**src/rtl/io_port_responder.sv**
```systemverilog
// Memory-mapped I/O responder for the MEM-stage data bus: switches, keys, LEDs, 7-seg digits, timer.
// Latency: reads are combinational from register state; stores land at the rising clock edge.
// Backpressure: none; every access completes in the cycle it is presented.
module io_port_responder #(
  parameter int unsigned DEBOUNCE_CYCLES = 16
) (
  input  logic        clock,
  input  logic        resetn,
  input  logic [31:0] addr,
  input  logic [31:0] datain,
  input  logic        we,
  output logic        io_sel,
  output logic [31:0] dataout,
  input  logic [9:0]  sw,
  input  logic [3:1]  key,
  output logic [9:0]  led,
  output logic [6:0]  hex5,
  output logic [6:0]  hex4,
  output logic [6:0]  hex3,
  output logic [6:0]  hex2,
  output logic [6:0]  hex1,
  output logic [6:0]  hex0
);

  // Word offsets inside the 0x80..0xFC window (addr[6:2]).
  localparam logic [4:0] OFF_SW    = 5'd0;
  localparam logic [4:0] OFF_KEY   = 5'd1;
  localparam logic [4:0] OFF_LED   = 5'd2;
  localparam logic [4:0] OFF_HEX   = 5'd3;
  localparam logic [4:0] OFF_HEXEN = 5'd4;
  localparam logic [4:0] OFF_TIMER = 5'd5;

  localparam logic [15:0] LP_DB = 16'(DEBOUNCE_CYCLES);

  // Active-low segment patterns, bit6=g .. bit0=a.
  function automatic logic [6:0] seg7(input logic [3:0] n);
    logic [6:0] s;
    case (n)
      4'h0: s = 7'h40;
      4'h1: s = 7'h79;
      4'h2: s = 7'h24;
      4'h3: s = 7'h30;
      4'h4: s = 7'h19;
      4'h5: s = 7'h12;
      4'h6: s = 7'h02;
      4'h7: s = 7'h78;
      4'h8: s = 7'h00;
      4'h9: s = 7'h10;
      4'hA: s = 7'h08;
      4'hB: s = 7'h03;
      4'hC: s = 7'h46;
      4'hD: s = 7'h21;
      4'hE: s = 7'h06;
      default: s = 7'h0E;
    endcase
    return s;
  endfunction

  // Address decode and write strobes.
  logic       w_io_sel;
  logic [4:0] w_off;
  logic       w_wr;
  logic       w_wr_key;
  logic       w_wr_led;
  logic       w_wr_hex;
  logic       w_wr_hexen;
  logic       w_wr_timer;
  logic       w_unused_addr;

  assign w_io_sel      = addr[7] && (addr[31:8] == 24'd0);
  assign w_off         = addr[6:2];
  assign w_wr          = we && w_io_sel;
  assign w_wr_key      = w_wr && (w_off == OFF_KEY);
  assign w_wr_led      = w_wr && (w_off == OFF_LED);
  assign w_wr_hex      = w_wr && (w_off == OFF_HEX);
  assign w_wr_hexen    = w_wr && (w_off == OFF_HEXEN);
  assign w_wr_timer    = w_wr && (w_off == OFF_TIMER);
  // Byte lane bits do not select anything; accesses are word-wide.
  assign w_unused_addr = ^addr[1:0];
  assign io_sel        = w_io_sel;

  // Register state.
  logic [9:0]  r_sw_s1;
  logic [9:0]  r_sw_s2;
  logic [2:0]  r_key_s1;
  logic [2:0]  r_key_s2;
  logic [2:0]  r_key_lvl;
  logic [2:0]  r_key_flag;
  logic [15:0] r_db_cnt [3];
  logic [9:0]  r_led;
  logic [23:0] r_hex;
  logic [5:0]  r_hexen;
  logic [6:0]  r_seg [6];
  logic [31:0] r_timer;

  // Next-state wires.
  logic [2:0]  w_raw;
  logic [2:0]  w_lvl_nxt;
  logic [2:0]  w_rise;
  logic [2:0]  w_flag_clr;
  logic [15:0] w_cnt_nxt [3];
  logic [23:0] w_hex_nxt;
  logic [5:0]  w_hexen_nxt;
  logic [6:0]  w_seg_nxt [6];

  // Keys are active-low on the board; internally 1 means pressed.
  assign w_raw = ~r_key_s2;

  // Two-flop synchronizers; keys idle high (released) out of reset.
  always_ff @(posedge clock or negedge resetn) begin
    if (!resetn) begin
      r_sw_s1  <= '0;
      r_sw_s2  <= '0;
      r_key_s1 <= 3'b111;
      r_key_s2 <= 3'b111;
    end else begin
      r_sw_s1  <= sw;
      r_sw_s2  <= r_sw_s1;
      r_key_s1 <= key;
      r_key_s2 <= r_key_s1;
    end
  end

  // Per-key debounce: count while raw differs from the accepted level, accept on reaching the limit.
  always_comb begin
    for (int i = 0; i < 3; i++) begin
      w_cnt_nxt[i] = '0;
      w_lvl_nxt[i] = r_key_lvl[i];
      w_rise[i]    = 1'b0;
      if (w_raw[i] != r_key_lvl[i]) begin
        if ((r_db_cnt[i] + 16'd1) == LP_DB) begin
          w_lvl_nxt[i] = w_raw[i];
          w_rise[i]    = w_raw[i];
        end else begin
          w_cnt_nxt[i] = r_db_cnt[i] + 16'd1;
        end
      end
    end
  end

  // A W1C store cannot cancel a press detected in the same cycle: set is OR'ed in after the clear.
  assign w_flag_clr = w_wr_key ? datain[6:4] : 3'b000;

  // Debounce counters, accepted levels and sticky press flags.
  always_ff @(posedge clock or negedge resetn) begin
    if (!resetn) begin
      r_key_lvl  <= '0;
      r_key_flag <= '0;
      for (int i = 0; i < 3; i++) begin
        r_db_cnt[i] <= '0;
      end
    end else begin
      r_key_lvl  <= w_lvl_nxt;
      r_key_flag <= (r_key_flag & ~w_flag_clr) | w_rise;
      for (int i = 0; i < 3; i++) begin
        r_db_cnt[i] <= w_cnt_nxt[i];
      end
    end
  end

  // Segment outputs are registered from the post-store HEX/HEXEN so digits move at the store edge.
  assign w_hex_nxt   = w_wr_hex   ? datain[23:0] : r_hex;
  assign w_hexen_nxt = w_wr_hexen ? datain[5:0]  : r_hexen;

  // Decode each digit nibble, blanking disabled digits.
  always_comb begin
    for (int k = 0; k < 6; k++) begin
      w_seg_nxt[k] = 7'h7F;
      if (w_hexen_nxt[k]) begin
        w_seg_nxt[k] = seg7(w_hex_nxt[4*k +: 4]);
      end
    end
  end

  // LED, HEX, HEXEN store registers and the registered segment drive.
  always_ff @(posedge clock or negedge resetn) begin
    if (!resetn) begin
      r_led   <= '0;
      r_hex   <= '0;
      r_hexen <= 6'h3F;
      for (int k = 0; k < 6; k++) begin
        r_seg[k] <= 7'h40;
      end
    end else begin
      if (w_wr_led) begin
        r_led <= datain[9:0];
      end
      r_hex   <= w_hex_nxt;
      r_hexen <= w_hexen_nxt;
      for (int k = 0; k < 6; k++) begin
        r_seg[k] <= w_seg_nxt[k];
      end
    end
  end

  // Free-running timer; a store replaces the increment in that cycle.
  always_ff @(posedge clock or negedge resetn) begin
    if (!resetn) begin
      r_timer <= '0;
    end else if (w_wr_timer) begin
      r_timer <= datain;
    end else begin
      r_timer <= r_timer + 32'd1;
    end
  end

  // Combinational read mux; anything outside the window or unmapped reads zero.
  always_comb begin
    dataout = 32'd0;
    if (w_io_sel) begin
      case (w_off)
        OFF_SW:    dataout = {22'd0, r_sw_s2};
        OFF_KEY:   dataout = {25'd0, r_key_flag, 1'b0, r_key_lvl};
        OFF_LED:   dataout = {22'd0, r_led};
        OFF_HEX:   dataout = {8'd0, r_hex};
        OFF_HEXEN: dataout = {26'd0, r_hexen};
        OFF_TIMER: dataout = r_timer;
        default:   dataout = 32'd0;
      endcase
    end
  end

  assign led  = r_led;
  assign hex0 = r_seg[0];
  assign hex1 = r_seg[1];
  assign hex2 = r_seg[2];
  assign hex3 = r_seg[3];
  assign hex4 = r_seg[4];
  assign hex5 = r_seg[5];

endmodule

```
**config.mk**
```make
export PLATFORM = sky130hd
export DESIGN_NAME = io_port_responder
export DESIGN_NICKNAME = d
export VERILOG_FILES = /design/src/rtl/io_port_responder.sv
export SDC_FILE = /design/constraint.sdc
export NUM_CORES = 1
export LEC_CHECK = 0
export CORE_AREA = 2 2 120 169
export DETAILED_ROUTE_END_ITERATION = 8
export DIE_AREA = 0 0 122 171
export PLACE_DENSITY_LB_ADDON = 0.15
export SYNTH_ARGS = -nofsm -noshare
export SYNTH_HDL_FRONTEND = slang
export SYNTH_SLANG_ARGS = --single-unit
export TNS_END_PERCENT = 5
```
**constraint.sdc**
```tcl
create_clock -name clock -period 4 [get_ports clock]
set_input_delay 0.8 -clock clock [delete_from_list [all_inputs] [get_ports clock]]
set_output_delay 0.8 -clock clock [all_outputs]
set_load 0.01 [all_outputs]
```
==> run_results.csv <==
group,metric,value,unit
setup_path,crit_path_start_kind,"primary input",
cts,clk_pin_slew,0.07,ns
yosys,synth_most_common_cell,"dfrtp_1",
layout,diodes,0,
timing,worst_pin_slew,0.862,ns
placement,hpwl,19500,um
yosys,syn_nets,1150,
floorplanning,die_w,122,um
setup_path,startpoint,"addr[3]",
timing,final_hold_viol_count,0,
setup_path,r2r_cells,7,
floorplanning,start_util,53.8,%
min_path,hp-class,"reg2reg",
setup_path,crit_fanout,18,
yosys,synthDistinctLibCells,71,
route,ant_nets,0,
global_route,antenna_found_initial,0,
floorplanning,boundaryPins,165,
floorplanning,dieHeight,171,um
yosys,synthTopCellsByArea,"dfrtp_1 42%, ha_1 4.9%, mux2i_1 4.8%",
route,vias,8444,
cts,worstSkewPairLatency,0.44,ns
yosys,async_reset_ff_share,100,%
yosys,synth_top_area_share,42.1,%
cts,cts-root-buf,"clkbuf_16",
setup_path,slowest_stage,"clkdlybuf4s50_1",
flow_run,cap_violations,0,
route,drt_wl_total,26400,um
timing,max_slew_margin,42.5,%
setup_path,cp-end-kind,"output port",
min_path,hold_start,"r_sw_s1[4]",
timing,setup-violations-final,0,
cts,cts_tree,"yes",
yosys,syn_inst,1029,
pwr,cellLeakagePower,5.15,nW
route,avgViaCountPerCell,5.68,
timing,min_period,3.91,ns
placement,pre_cts_slack,0.0337,ns
route,wl_per_cell,17.8,um
placement,gp_congestion,0.870,
timing,max_freq,256,MHz
setup_path,worstPathArrival,3.11,ns
timing,maxSlewViolCount,0,
cts,cts_buffer_depth,2,
timing,setup_tns,0,ns
yosys,syn_avg_cell_area,10.2,sq um
route,drc_errors,0,
timing,setup_ws,0.0878,ns
setup_path,cp_slowest_stage_delay,0.59,ns
setup_path,critical_path.most_common_cell,"clkdlybuf4s50_1",
setup_path,required,3.20,ns
layout,fin_area,13300,sq um
timing,fin_skew,0.0105,ns
setup_path,r2r_end,"r_db_cnt[40]",
pwr,power,3.98,mW
global_route,grt_max_degree,106,
placement,dpl-instance-area,12600,sq um
layout,drive_gt1_share,13.4,%
floorplanning,core-area,19500,sq um
cts,h-tree-depth,4,
yosys,ys_seq_area_share,46.6,%
cts,ctsHoldBuffers,0,
setup_path,path_class,"in2out",
setup_path,crit_path_cell_trace,"clkdlybuf4s50_1, nor4b_4, buf_4, a22oi_1, nor2_1, a221oi_1, a21oi_1, clkdlybuf4s50_1",
yosys,synth_flop_cell,"dfrtp_1",
setup_path,critical_path_cell_count,8,
setup_path,reg2reg_slack,1.42,ns
setup_path,cp_top_family,"buffers and inverters",
timing,fin_crit_sh,97.8,%
min_path,hold_end,"r_sw_s2[4]",
route,drt_iter0_drc,492,
cts,cts.sinks,194,
run_status,status,"completed",
layout,fin_nets,1343,
layout,fin_util,68.2,%
yosys,synthesis.area,10500,sq um
min_path,hold_depth,0,
route,drt_pass1_iterations,5,
global_route,gr-usage-all-layers,26.3,%
yosys,synth_edf_count,0,
timing,rsz0062_at_grt,"true",
yosys,synth_common_cells,"176 x dfrtp_1, 102 x nand2_1, 95 x nor2_1, 50 x mux2i_1, 45 x xnor2_1",
floorplanning,rows,61,
setup_path,path_buf_inv,3,
pwr,vdd_ir_drop_max,0.309,mV
placement,portBuffers,162,
pwr,power_density,300,nW/um^2
yosys,synth_top_cell_by_area,"dfrtp_1",
setup_path,rr_startpoint,"r_db_cnt[32]",
global_route,overflow,0,
floorplanning,die_area,20900,sq um
layout,syn2layout_area_growth,26.8,%
yosys,synth-seq-cells,194,
global_route,grt_first_pass_wirelength,42800,um
yosys,ys_warn_count,0,
cts,cts_buffers,17,
global_route,grt_pass1_vias,8562,
state kept, by name, indices dropped and copies added, names as in the netlist:
name and cells:
hex0 7, hex1 7, hex2 7, hex3 7, hex4 7, hex5 7
led 10, r_db_cnt 48, r_hex 24, r_hexen 6, r_key_flag 3, r_key_lvl 3
r_key_s1 3, r_key_s2 3, r_sw_s1 10, r_sw_s2 10, r_timer 32
per-layer routing:
metal  vias up  GRT usage, %  wire length [um]
li1       4046             -                 -
met5         -             0                 0
met1      4171          29.7             10100
met2       175          47.5             14400
met4         0          10.4               742
met3        52          6.03              1200
cells in the final DEF, fill, tap and decap left out, types with 19 or more instances in the layout:
cell             count
nor2_1              95
clkdlybuf4s50_1    160
ha_1                41
a21oi_1             24
nand4_1             23
o21ai_0             31
nand3_1             41
mux2_2              34
mux2i_1             50
nand2_1            101
inv_1               38
buf_4               44
dfrtp_1            176
xnor2_1             45
nor3_1              19
a22oi_1             26
xor2_1              42
worst max path at each step:
stage / slack [ns] / end
finish: 0.09 / dataout[6]
global route: -0.003 / dataout[8]
CTS: 0.009 / dataout[13]
detailed placement: 0.03 / hex1[0]
global placement: 0.02 / dataout[13]
floorplan: 0.46 / hex5[1]
stage by stage:
stage                     hold slack, ns  instances
after floorplan                    0.331       1029
after global placement             0.334       1454
after detailed placement           0.335       1454
after CTS                          0.348       1486
after global routing               0.349       1487
final                              0.343       1487
power by group:
part | internal, mW | total (mW) | switching, mW
clock | 1.02 | 1.78 | 0.755
sequential | 1.98 | 2.00 | 0.0152
combinational | 0.0979 | 0.205 | 0.107
total | 3.10 | 3.98 | 0.878
kinds of logic after synthesis:
logic type | count (synthesis) | synth area share (%)
compound gates | 167 | 11.2
fa+ha+maj | 41 | 4.90
mux | 88 | 8.98
xor+xnor | 87 | 7.28
simple gates | 369 | 17.8
buf+inv | 83 | 3.30
flops | 194 | 46.6
final cells by class:
class | count | area (sq um)
multi-input cells | 752 | 5260
clock buffers | 20 | 457
fillers | 1591 | 6190
well taps | 252 | 315
repair buffers | 210 | 2030
flip-flops and latches | 194 | 4880
inverters | 47 | 176
clock inverters | 12 | 156
repair_timing:
item | CTS | global route
buffers inserted | 0 | 1
resized for setup | 0 | 5
hold endpoints to repair | 0 | 0
endpoints found under the setup margin | 0 | 18
Power figures use the tool's default switching activity.
